$ cat config.mk
export PLATFORM = sky130hd
export DESIGN_NAME = led_strip_sequencer
export DESIGN_NICKNAME = d
export VERILOG_FILES = /design/src/rtl/led_strip_sequencer.sv
export SDC_FILE = /design/constraint.sdc
export NUM_CORES = 1
export LEC_CHECK = 0
export CAP_MARGIN = 0
export CORE_MARGIN = 2
export CORE_UTILIZATION = 55
export CTS_BUF_LIST = sky130_fd_sc_hd__clkbuf_16
export CTS_CLUSTER_SIZE = 12
export DETAILED_ROUTE_END_ITERATION = 8
export GPL_ROUTABILITY_DRIVEN = 0
export PLACE_DENSITY = 0.72
export RECOVER_POWER = 100
export SYNTH_ARGS = -nofsm -noshare
export SYNTH_HDL_FRONTEND = slang
export SYNTH_SLANG_ARGS = --single-unit
$ cat constraint.sdc
create_clock -name clk_in -period 3.1 [get_ports clk_in]
set_input_delay 0.465 -clock clk_in [delete_from_list [all_inputs] [get_ports clk_in]]
set_output_delay 0.465 -clock clk_in [all_outputs]
set_load 0.1 [all_outputs]
$ cat src/rtl/led_strip_sequencer.sv
// Frame sequencer for a serial LED driver: holds a pixel buffer and streams it
// pixel by pixel over a valid/ready handshake, then idles for the latch gap.
module led_strip_sequencer #(
  parameter  int NUM_LEDS     = 16,
  parameter  int LATCH_CYCLES = 30000,
  localparam int AW           = (NUM_LEDS > 1) ? $clog2(NUM_LEDS) : 1
) (
  input  logic          clk_in,
  input  logic          rst_in,
  input  logic          wr_en_in,
  input  logic [AW-1:0] wr_addr_in,
  input  logic [23:0]   wr_data_in,
  input  logic          start_in,
  input  logic          ready_in,
  output logic [23:0]   rgb_out,
  output logic          valid_out,
  output logic          busy_out,
  output logic          done_out
);

  localparam int DEPTH = 1 << AW;
  localparam int CW    = (LATCH_CYCLES > 1) ? $clog2(LATCH_CYCLES + 1) : 1;

  localparam logic [AW-1:0] LAST_IDX     = AW'(NUM_LEDS - 1);
  localparam logic [AW:0]   NUM_LEDS_EXT = (AW + 1)'(NUM_LEDS);
  localparam logic [CW-1:0] LATCH_LAST   = CW'(LATCH_CYCLES - 1);

  typedef enum logic [2:0] {
    IDLE,
    FETCH,
    SEND,
    DRAIN,
    LATCH
  } state_t;

  state_t        state;
  logic [AW-1:0] index;
  logic [CW-1:0] latch_cnt;
  logic          drain_armed;
  logic          wr_ok;

  logic [23:0]   pixel_mem [DEPTH];

  assign wr_ok = wr_en_in && ({1'b0, wr_addr_in} < NUM_LEDS_EXT);

  // Buffer is never reset; a same-cycle read in FETCH sees the old word.
  always_ff @(posedge clk_in) begin
    if (wr_ok) begin
      pixel_mem[wr_addr_in] <= wr_data_in;
    end
  end

  always_ff @(posedge clk_in or negedge rst_in) begin
    if (!rst_in) begin
      state       <= IDLE;
      index       <= '0;
      latch_cnt   <= '0;
      drain_armed <= 1'b0;
      rgb_out     <= '0;
      valid_out   <= 1'b0;
      busy_out    <= 1'b0;
      done_out    <= 1'b0;
    end else begin
      done_out <= 1'b0;
      case (state)
        IDLE: begin
          // A start coinciding with the done pulse is dropped.
          if (start_in && !done_out) begin
            state    <= FETCH;
            index    <= '0;
            busy_out <= 1'b1;
          end
        end
        FETCH: begin
          rgb_out   <= pixel_mem[index];
          valid_out <= 1'b1;
          state     <= SEND;
        end
        SEND: begin
          if (ready_in) begin
            valid_out <= 1'b0;
            if (index != LAST_IDX) begin
              index <= index + 1'b1;
              state <= FETCH;
            end else begin
              drain_armed <= 1'b0;
              state       <= DRAIN;
            end
          end
        end
        DRAIN: begin
          // Skip one cycle so a registered ready from the driver has time to drop.
          if (!drain_armed) begin
            drain_armed <= 1'b1;
          end else if (ready_in) begin
            latch_cnt <= '0;
            state     <= LATCH;
          end
        end
        LATCH: begin
          if (latch_cnt == LATCH_LAST) begin
            latch_cnt <= '0;
            busy_out  <= 1'b0;
            done_out  <= 1'b1;
            state     <= IDLE;
          end else begin
            latch_cnt <= latch_cnt + 1'b1;
          end
        end
        default: begin
          state     <= IDLE;
          valid_out <= 1'b0;
          busy_out  <= 1'b0;
        end
      endcase
    end
  end

endmodule

==> impl_metrics.env, run 1 <==
export IMPL_ios=60
export IMPL_grt_total_usage_pct=22.5
export IMPL_core_area_sq_um=30300
export IMPL_drc=0
export IMPL_cp_end_kind="flop"
export IMPL_slew_violations=96
export IMPL_n_antenna_cell=0
export IMPL_via_per_inst=6.24
export IMPL_nets=1017
export IMPL_tns_ns=0
export IMPL_antenna_left=0
export IMPL_fin_skew_ns=0.0101
export IMPL_cpPeakStageDelay_ns=1.24
export IMPL_start_kind="input port"
export IMPL_yosysTopAreaCell="edfxtp_1"
export IMPL_cp_data_required_time_ns=3.23
export IMPL_syn_avg_cell_area_sq_um=19.0
export IMPL_wl_per_cell_microns=24.7
export IMPL_busiest_layer="met2"
export IMPL_cts_root_buf="clkbuf_16"
export IMPL_worstPathArrival_ns=2.80
export IMPL_grt_max_degree=50
export IMPL_cts_tree="done"
export IMPL_synth_top_area_share_pct=68.6
export IMPL_io_buffers=59
export IMPL_rows=64
export IMPL_die_area_sq_um=32000
export IMPL_antenna_found_initial=0
export IMPL_setup_violations=0
export IMPL_synth_edf_count=384
export IMPL_synthArstFlopShare_pct=11.5
export IMPL_first_pass_iters=5
export IMPL_synth_area_leaders="edfxtp_1 (69%), mux4_2 (9.5%), dfrtp_1 (7.4%), mux2i_1 (3.1%), a31oi_1 (1.3%)"
export IMPL_min_path_type="reg2reg"
export IMPL_critPathMaxFanout=24
export IMPL_num_fill_cells=2105
export IMPL_use_met1_pct=29.8
export IMPL_synth_seq_cells=434
export IMPL_cp_slowest_cell="clkbuf_1"
export IMPL_overflow=0
export IMPL_synth_cell_types=48
export IMPL_rsz0062_at_grt="false"
export IMPL_clock_latency_ns=0.54
export IMPL_setup_worst_path_class="in2reg"
export IMPL_clkTransAtPathRegs_ns=0.06
export IMPL_fmax_mhz=373
export IMPL_synth_yosys_warnings=0
export IMPL_drv_cap=4
export IMPL_grt_use_met3_pct=3.10
export IMPL_hold_viol=0
export IMPL_synthCells=886
export IMPL_worstMarginPinSlew_ns=1.69
export IMPL_netlist_area_sq_um=16800
export IMPL_dp_hpwl_microns=20800
export IMPL_synthFlopType="edfxtp_1"
export IMPL_leakage_uw=0.00620
export IMPL_finalCritPeriodShare_pct=86.4
export IMPL_post_cts_buffers=0
export IMPL_ir_worst_vdd_uv=580
export IMPL_power_density_nw_per_um2=816
export IMPL_cts_made_buffers=45
export IMPL_numClockSinks=434
export IMPL_htree_levels=2
export IMPL_stdcell_area_sq_um=19200
export IMPL_synth_seq_area_share_pct=76.0
export IMPL_syn_nets=921
export IMPL_clock_path_buffers=3
export IMPL_crit_chain="dlygate4sd3_1 > nand3_1 > nor3_2 > clkbuf_1"
export IMPL_syn2layout_area_growth_pct=14.2
export IMPL_die_h_microns=179
export IMPL_die_x_microns=179
export IMPL_status="finished with violations"
export IMPL_initial_utilization_pct=55.4
export IMPL_place_area_sq_um=18100
export IMPL_grt_pass1_wl_microns=52900
export IMPL_multi_input_area_sq_um=3830
export IMPL_seq_area_sq_um=12800
export IMPL_maxSlewHeadroom_pct=-13.0
export IMPL_drt_iter0_drc=777
export IMPL_grt_pass1_vias=8845
export IMPL_num_vias=8827
export IMPL_violations="capacitance limit, slew limit"
export IMPL_finalWirelength_microns=34900
export IMPL_drive_gt1_share_pct=17.2
export IMPL_use_met2_pct=39.3
export IMPL_layout_min_cycle_time_ns=2.68
-- worst max-delay path, delay by kind of cell --
kind          cells  cell delay, ns
buf+inv           2            1.82
simple gates      2            0.51
-- stage by stage --
step | cells | setup slack (ns) | hold WS [ns] | power (uW) | util [%]
3_5_place_dp | 1330 | 0.530 | 0.525 | 11300 | 59.7
5_1_grt | 1414 | 0.320 | 0.565 | 16300 | 63.3
4_1_cts | 1414 | 0.678 | 0.509 | 16000 | 64.0
3_3_place_gp | 1330 | 0.524 | 0.511 | 11200 | 59.7
2_1_floorplan | 886 | 0.0920 | 0.169 | 10100 | -
6_report | 1414 | 0.422 | 0.528 | 15700 | 63.3
-- worst paths after layout --
| kind | startpoint | to | slack, ns | cells after the start |
|---|---|---|---|---|
| min in group asynchronous | rst_in | rgb_out[6] | 0.88 | 2 |
| hold reg to reg | rgb_out[21] | rgb_out[21] | 0.53 | 2 |
| setup / recovery | wr_en_in | pixel_mem[12][8] | 0.42 | 4 |
| max in group asynchronous | rst_in | rgb_out[8] | 0.67 | 3 |
| hold / removal | rgb_out[21] | rgb_out[21] | 0.53 | 2 |
| setup reg to reg | index[0] | rgb_out[19] | 0.57 | 4 |
-- cell type report --
cell class / count / area share (%)
inverters: 7 / 0.137
well taps: 396 / 2.58
clock inverters: 38 / 0.880
clock buffers: 45 / 5.86
multi-input cells: 394 / 20.0
repair buffers: 100 / 3.97
flip-flops and latches: 434 / 66.6
-- registers in the layout (all words and copies together) (netlist names) --
name         flops
busy_out         1
done_out         1
drain_armed      1
index            4
latch_cnt       15
pixel_mem      384
rgb_out         24
state            3
valid_out        1
-- kinds of logic after synthesis --
family,Yosys count,share of synthesized area (%)
AND/OR/NAND/NOR,124,3.76
adder cells (fa/ha/maj),2,0.149
multiplexers,127,12.9
flip-flops,434,76.0
buffers and inverters,58,1.55
AO/OA/AOI/OAI,141,5.63
-- routing by layer --
metal	routed length, microns	vias up
li1	-	3859
met1	13800	4582
met2	18500	333
met3	1980	53
met4	752	0
met5	0	-
-- repair_timing --
| action | CTS | global route |
|---|---|---|
| hold buffers | 1 | 0 |
| endpoints found under the hold margin | 18 | 0 |
| gates resized for setup | 0 | 0 |
-- cells in the final DEF (no fill, tap or decap), drive strengths merged, types with 5 or more instances in the layout --
master	n
and3	7
a22oi	26
nand3	15
o211ai	6
dlygate4sd3	28
nor2	46
edfxtp	384
a31oi	34
o221ai	23
nor3	5
nand2	18
clkbuf	93
nand3b	5
dfrtp	50
o21ai	17
mux4	71
inv	32
a21oi	26
mux2i	52
buf	20
clkinv	13
-- report_power, final --
group,internal [uW],switching [uW],total [uW]
logic,1210,2590,3800
clock network,2630,2100,4730
registers,6730,400,7130
-- synthesized netlist by cell type (13+ instances only) --
library cell and instances:
a22oi_1 26, nor2_1 46, a21oi_1 26, edfxtp_1 384, nand2_1 18, dfrtp_1 50
a31oi_1 34, nand3_1 15, mux4_2 71, clkbuf_1 31, o221ai_1 23, buf_2 13
mux2i_1 52
Power figures use the tool's default switching activity.
==> run 2, diff against run 1 <==
--- a/config.mk
+++ b/config.mk
@@ -8,7 +8,7 @@
 export CAP_MARGIN = 0
 export CORE_MARGIN = 2
 export CORE_UTILIZATION = 55
-export CTS_BUF_LIST = sky130_fd_sc_hd__clkbuf_16
+export CTS_BUF_LIST = sky130_fd_sc_hd__clkbuf_2 sky130_fd_sc_hd__clkbuf_4 sky130_fd_sc_hd__clkbuf_8
 export CTS_CLUSTER_SIZE = 12
 export DETAILED_ROUTE_END_ITERATION = 8
 export GPL_ROUTABILITY_DRIVEN = 0
==> run 2 against run 1 <==
Effect of this change: the flow still finishes with violations (capacitance limit, slew limit); clock skew grew 0.024 ns; core utilization grew 0.37 points; sequential share of layout area shrank 0.39 points; total power grew 0.75%; largest cell class unchanged; critical endpoint is now pixel_mem[11][2]; combinational power is essentially flat.
==> impl_metrics.env, run 2 (synthesis gave the netlist of run 1 again) <==
export IMPL_hold_ws_ns=0.538
export IMPL_p_sw_uw=5150
export IMPL_htree_levels=3
export IMPL_layout_common_cells="edfxtp_1 (384), clkbuf_8 (75), mux4_2 (71)"
export IMPL_status="finished with violations"
export IMPL_violations="capacitance limit, slew limit"
export IMPL_worstPathArrival_ns=2.85
export IMPL_nets=1042
export IMPL_grt_total_usage_pct=22.5
export IMPL_cp_data_required_time_ns=3.25
export IMPL_utilization_pct=63.6
export IMPL_maxSlewHeadroom_pct=-13.4
export IMPL_r2r_end="rgb_out[11]"
export IMPL_wl_per_cell_microns=23.9
export IMPL_min_path_type="reg2reg"
export IMPL_io_buffers=59
export IMPL_clock_path_buffers=3
export IMPL_crit_buf_inv=2
export IMPL_post_cts_buffers=0
export IMPL_tns_ns=0
export IMPL_placed_cells_incl_taps=1330
export IMPL_ios=60
export IMPL_grt_pass1_vias=9036
export IMPL_numClockSinks=434
export IMPL_slew_violations=146
export IMPL_min_to="busy_out"
export IMPL_cts_root_buf="clkbuf_8"
export IMPL_initial_utilization_pct=55.4
export IMPL_cts_made_buffers=70
export IMPL_syn2layout_area_growth_pct=14.9
export IMPL_largest_register_ffs=384
export IMPL_ir_worst_vdd_uv=525
export IMPL_drt_iter0_drc=810
export IMPL_finalCritPeriodShare_pct=87.2
export IMPL_setup_worst_path_class="in2reg"
export IMPL_rows=64
export IMPL_fmax_mhz=370
export IMPL_antenna_found_initial=0
export IMPL_power_frac_clock_pct=30.7
export IMPL_power_internal_uw=10600
export IMPL_clkTransAtPathRegs_ns=0.06
export IMPL_cpLargestDelayFamily="buffers and inverters"
export IMPL_grt_pass1_wl_microns=53000
export IMPL_cp_num_cells=4
export IMPL_fin_cells=1459
export IMPL_cp_slowest_cell="clkbuf_1"
export IMPL_reg2reg_slack_ns=0.46
export IMPL_seq_area_sq_um=12800
export IMPL_leakage_uw=0.00623
export IMPL_grt_max_degree=50
export IMPL_cts_tree="done"
export IMPL_drive_gt1_share_pct=22.7
export IMPL_num_fill_cells=2145
export IMPL_setup_violations=0
export IMPL_critPathMaxFanout=24
export IMPL_worstMarginPinSlew_ns=1.70
export IMPL_top_regs="pixel_mem: 384 flops, rgb_out: 24 flops, latch_cnt: 15 flops"
export IMPL_hold_depth=2
export IMPL_finalWirelength_microns=34900
export IMPL_switching_share_pct=32.6
export IMPL_first_pass_iters=5
export IMPL_overflow=0
export IMPL_fin_skew_ns=0.0338
export IMPL_hold_viol=0
export IMPL_num_vias=8914
export IMPL_die_area_sq_um=32000
export IMPL_power_density_nw_per_um2=817
export IMPL_share_seq_of_total_power_pct=45.2
export IMPL_antenna_left=0
export IMPL_crit_chain="dlygate4sd3_1 > nand2_1 > nor2_4 > clkbuf_1"
export IMPL_die_h_microns=179
export IMPL_power_uw=15800
export IMPL_clock_latency_ns=0.59
export IMPL_die_x_microns=179
export IMPL_cts_resized=0
export IMPL_hold_buffers=1
export IMPL_dp_hpwl_microns=20800
export IMPL_core_area_sq_um=30300
export IMPL_n_antenna_cell=0
export IMPL_cpPeakStageDelay_ns=1.24
export IMPL_r2r_cells=5
export IMPL_pwr_share_comb_pct=24.1
export IMPL_via_per_inst=6.11
export IMPL_regMostFlops="pixel_mem"
export IMPL_final_common_cell="edfxtp_1"
export IMPL_min_delay_start="busy_out"
export IMPL_start_kind="input port"
export IMPL_drc=0
export IMPL_worstReg2RegStart="index[1]"
export IMPL_drv_cap=6
export IMPL_multi_input_area_sq_um=3830
export IMPL_cp_end_kind="flop"
export IMPL_rsz0062_at_grt="false"
export IMPL_layout_min_cycle_time_ns=2.70
-- run 2: worst max-delay path by stage --
| stage | end | start |
|---|---|---|
| after floorplan | pixel_mem[0][0] | wr_addr_in[2] |
| after global placement | latch_cnt[11] | ready_in |
| after detailed placement | latch_cnt[11] | ready_in |
| after CTS | rgb_out[16] | index[0] |
| after global routing | pixel_mem[11][3] | wr_addr_in[1] |
| final | pixel_mem[11][2] | wr_addr_in[1] |
-- run 2: routing by layer --
layer | GRT usage [%] | vias up | share of wire (%)
li1 | - | 3920 | -
met1 | 28.9 | 4639 | 40
met2 | 39.2 | 289 | 53
met3 | 3.50 | 66 | 4.5
met4 | 8.30 | 0 | 2.4
met5 | 0 | - | 0
-- run 2: area by class of cell --
class,count,area share [%]
tap,396,2.57
inverter,7,0.136
clock buffer,111,6.74
clock inverter,17,0.544
timing repair buffer,100,3.95
sequential,434,66.2
multi-input combinational,394,19.8
-- run 2: power groups by stage --
| stage | logic, uW | clock network [uW] | registers, uW |
|---|---|---|---|
| after global routing | 4040 | 5190 | 7200 |
| after floorplan | 1880 | 0 | 8210 |
| final | 3800 | 4850 | 7130 |
| after global placement | 3930 | 0 | 7250 |
| after detailed placement | 4000 | 0 | 7270 |
| after CTS | 4010 | 4940 | 7150 |
-- run 2: worst min-delay path: cells and delay by family (launching register included) --
family / cells / cell delay, ns
DFF: 1 / 0.37
and+or+nand+nor: 2 / 0.13
-- run 2: per-stage QoR --
step	instance area [sq um]	setup WS (ns)
CTS	19500	0.685
floorplan	16800	0.0920
global placement	18100	0.524
detailed placement	18100	0.530
global route	19300	0.312
finish	19300	0.397
==> run 3, diff against run 2 <==
--- a/config.mk
+++ b/config.mk
@@ -5,14 +5,13 @@
 export SDC_FILE = /design/constraint.sdc
 export NUM_CORES = 1
 export LEC_CHECK = 0
-export CAP_MARGIN = 0
 export CORE_MARGIN = 2
 export CORE_UTILIZATION = 55
 export CTS_BUF_LIST = sky130_fd_sc_hd__clkbuf_2 sky130_fd_sc_hd__clkbuf_4 sky130_fd_sc_hd__clkbuf_8
 export CTS_CLUSTER_SIZE = 12
 export DETAILED_ROUTE_END_ITERATION = 8
 export GPL_ROUTABILITY_DRIVEN = 0
-export PLACE_DENSITY = 0.72
+export PLACE_DENSITY = 0.75
 export RECOVER_POWER = 100
 export SYNTH_ARGS = -nofsm -noshare
 export SYNTH_HDL_FRONTEND = slang
==> constraint.sdc (replaced) <==
create_clock -name clk_in -period 2.4 [get_ports clk_in]
set_input_delay 0.36 -clock clk_in [delete_from_list [all_inputs] [get_ports clk_in]]
set_output_delay 0.36 -clock clk_in [all_outputs]
set_load 0.1 [all_outputs]
==> run 3 against run 2 <==
Effect of this change: routed wire length decreased by 0.21%; die area stayed put; clock-buffer cell count increased by 2; clock power increased by 33%; the flow now finishes without violations.
==> impl_metrics.env, run 3 (synthesis gave the netlist of run 1 again) <==
export IMPL_antenna_left=0
export IMPL_cp_end_kind="flop"
export IMPL_clock_latency_ns=0.59
export IMPL_power_density_nw_per_um2=1050
export IMPL_cp_data_required_time_ns=2.85
export IMPL_tns_ns=0
export IMPL_rsz0062_at_grt="false"
export IMPL_cts_resized=0
export IMPL_pwr_share_comb_pct=24.3
export IMPL_initial_utilization_pct=55.4
export IMPL_largest_register_ffs=384
export IMPL_die_h_microns=179
export IMPL_n_antenna_cell=0
export IMPL_fin_cells=1480
export IMPL_cts_made_buffers=70
export IMPL_wl_per_cell_microns=23.5
export IMPL_grt_max_degree=42
export IMPL_worstMarginPinSlew_ns=1.27
export IMPL_place_area_sq_um=18400
export IMPL_antenna_found_initial=0
export IMPL_setup_worst_path_class="reg2reg"
export IMPL_utilization_pct=64.2
export IMPL_worstPathArrival_ns=2.63
export IMPL_placed_cells_incl_taps=1351
export IMPL_fmax_mhz=460
export IMPL_nets=1063
export IMPL_dp_hpwl_microns=21200
export IMPL_grt_pass1_wl_microns=53100
export IMPL_hold_buffers=1
export IMPL_share_seq_of_total_power_pct=44.4
export IMPL_p_sw_uw=6520
export IMPL_cts_root_buf="clkbuf_8"
export IMPL_r2r_end="latch_cnt[13]"
export IMPL_die_area_sq_um=32000
export IMPL_numClockSinks=434
export IMPL_clock_path_buffers=3
export IMPL_worst_slack_ns=0.224
export IMPL_layout_common_cells="edfxtp_1 (384), clkbuf_8 (80), mux4_2 (71)"
export IMPL_htree_levels=3
export IMPL_grt_pass1_vias=9141
export IMPL_critPathMaxFanout=9
export IMPL_syn2layout_area_growth_pct=15.9
export IMPL_worstReg2RegStart="latch_cnt[0]"
export IMPL_post_cts_buffers=0
export IMPL_reg2reg_slack_ns=0.22
export IMPL_ir_worst_vdd_uv=625
export IMPL_slew_violations=0
export IMPL_power_internal_uw=14000
export IMPL_seq_area_sq_um=12800
export IMPL_drive_gt1_share_pct=25.2
export IMPL_finalWirelength_microns=34800
export IMPL_layout_min_cycle_time_ns=2.18
export IMPL_cts_tree="done"
export IMPL_regMostFlops="pixel_mem"
export IMPL_start_kind="flop"
export IMPL_min_path_type="in2reg"
export IMPL_hold_viol=0
export IMPL_rows=64
export IMPL_status="complete, no violations"
export IMPL_grt_total_usage_pct=22.5
export IMPL_drv_cap=0
export IMPL_place_ws_ns=0.163
export IMPL_clkTransAtPathRegs_ns=0.06
export IMPL_fin_skew_ns=0.0256
export IMPL_hold_depth=4
export IMPL_min_delay_start="start_in"
export IMPL_num_fill_cells=2077
export IMPL_maxSlewHeadroom_pct=15.4
export IMPL_top_regs="pixel_mem: 384 flops, rgb_out: 24 flops, latch_cnt: 15 flops"
export IMPL_via_per_inst=6.09
export IMPL_die_x_microns=179
export IMPL_setup_violations=0
export IMPL_multi_input_area_sq_um=3830
export IMPL_first_pass_iters=5
export IMPL_drt_iter0_drc=944
export IMPL_stdcell_area_sq_um=19500
export IMPL_crit_start="latch_cnt[0]"
export IMPL_r2r_cells=6
export IMPL_ios=60
export IMPL_drc=0
export IMPL_core_area_sq_um=30300
export IMPL_leakage_uw=0.00639
export IMPL_final_common_cell="edfxtp_1"
export IMPL_finalCritPeriodShare_pct=90.7
export IMPL_io_buffers=59
export IMPL_switching_share_pct=31.7
export IMPL_min_to="state[0]"
export IMPL_num_vias=9020
export IMPL_overflow=0
export IMPL_power_frac_clock_pct=31.3
==> run 3: changes by cell type in the layout (fill, tap and decap cells not counted), sizes merged <==
cell | previous run | this run
buf | 21 | 29
bufinv | 0 | 1
clkinvlp | 1 | 3
inv | 10 | 9
clkbuf | 158 | 172
clkinv | 13 | 9
dlymetal6s4s | 0 | 1
==> run 3: worst max-delay path by stage <==
| stage | endpoint | slack (ns) | cells past startpoint |
|---|---|---|---|
| floorplan | pixel_mem[1][0] | 0.15 | 2 |
| global placement | latch_cnt[9] | 0.17 | 5 |
| detailed placement | latch_cnt[11] | 0.16 | 5 |
| CTS | latch_cnt[13] | 0.24 | 6 |
| global route | rgb_out[20] | 0.06 | 3 |
| finish | latch_cnt[13] | 0.22 | 6 |
==> run 3: power groups by stage <==
stage / clock network [uW] / logic [uW] / registers (uW)
after detailed placement: 0 / 5190 / 9260
after global placement: 0 / 5120 / 9240
after global routing: 6880 / 5320 / 9170
after floorplan: 0 / 2430 / 10600
final: 6430 / 4990 / 9110
after CTS: 6580 / 5200 / 9120
==> run 3: per-layer routing <==
layer | track usage, % | vias up | routed length (microns)
met2 | 36.5 | 335 | 17200
met4 | 7.55 | 0 | 816
met3 | 4.33 | 69 | 2020
li1 | - | 3955 | -
met1 | 31.2 | 4661 | 14700
met5 | 0 | - | 0
==> run 3: final cells by class <==
class | instances | share of cell area (%)
inverters | 7 | 0.135
flip-flops and latches | 434 | 65.6
well taps | 396 | 2.54
clock buffers | 113 | 6.92
repair buffers | 121 | 4.58
multi-input cells | 394 | 19.6
clock inverters | 15 | 0.539
==> run 3: worst max-delay path: stages (launching register included) <==
cell and delay [ns]:
dfrtp_1 0.40, ha_1 0.28, nand4b_1 0.15, or4_1 0.71, buf_4 0.25, a31oi_1 0.17, o22ai_1 0.09
==> run 3: per-stage QoR <==
stage / total power [uW] / hold slack, ns
global route: 21400 / 0.550
detailed placement: 14500 / 0.391
CTS: 20900 / 0.276
global placement: 14400 / 0.374
floorplan: 13000 / 0.0644
finish: 20500 / 0.521
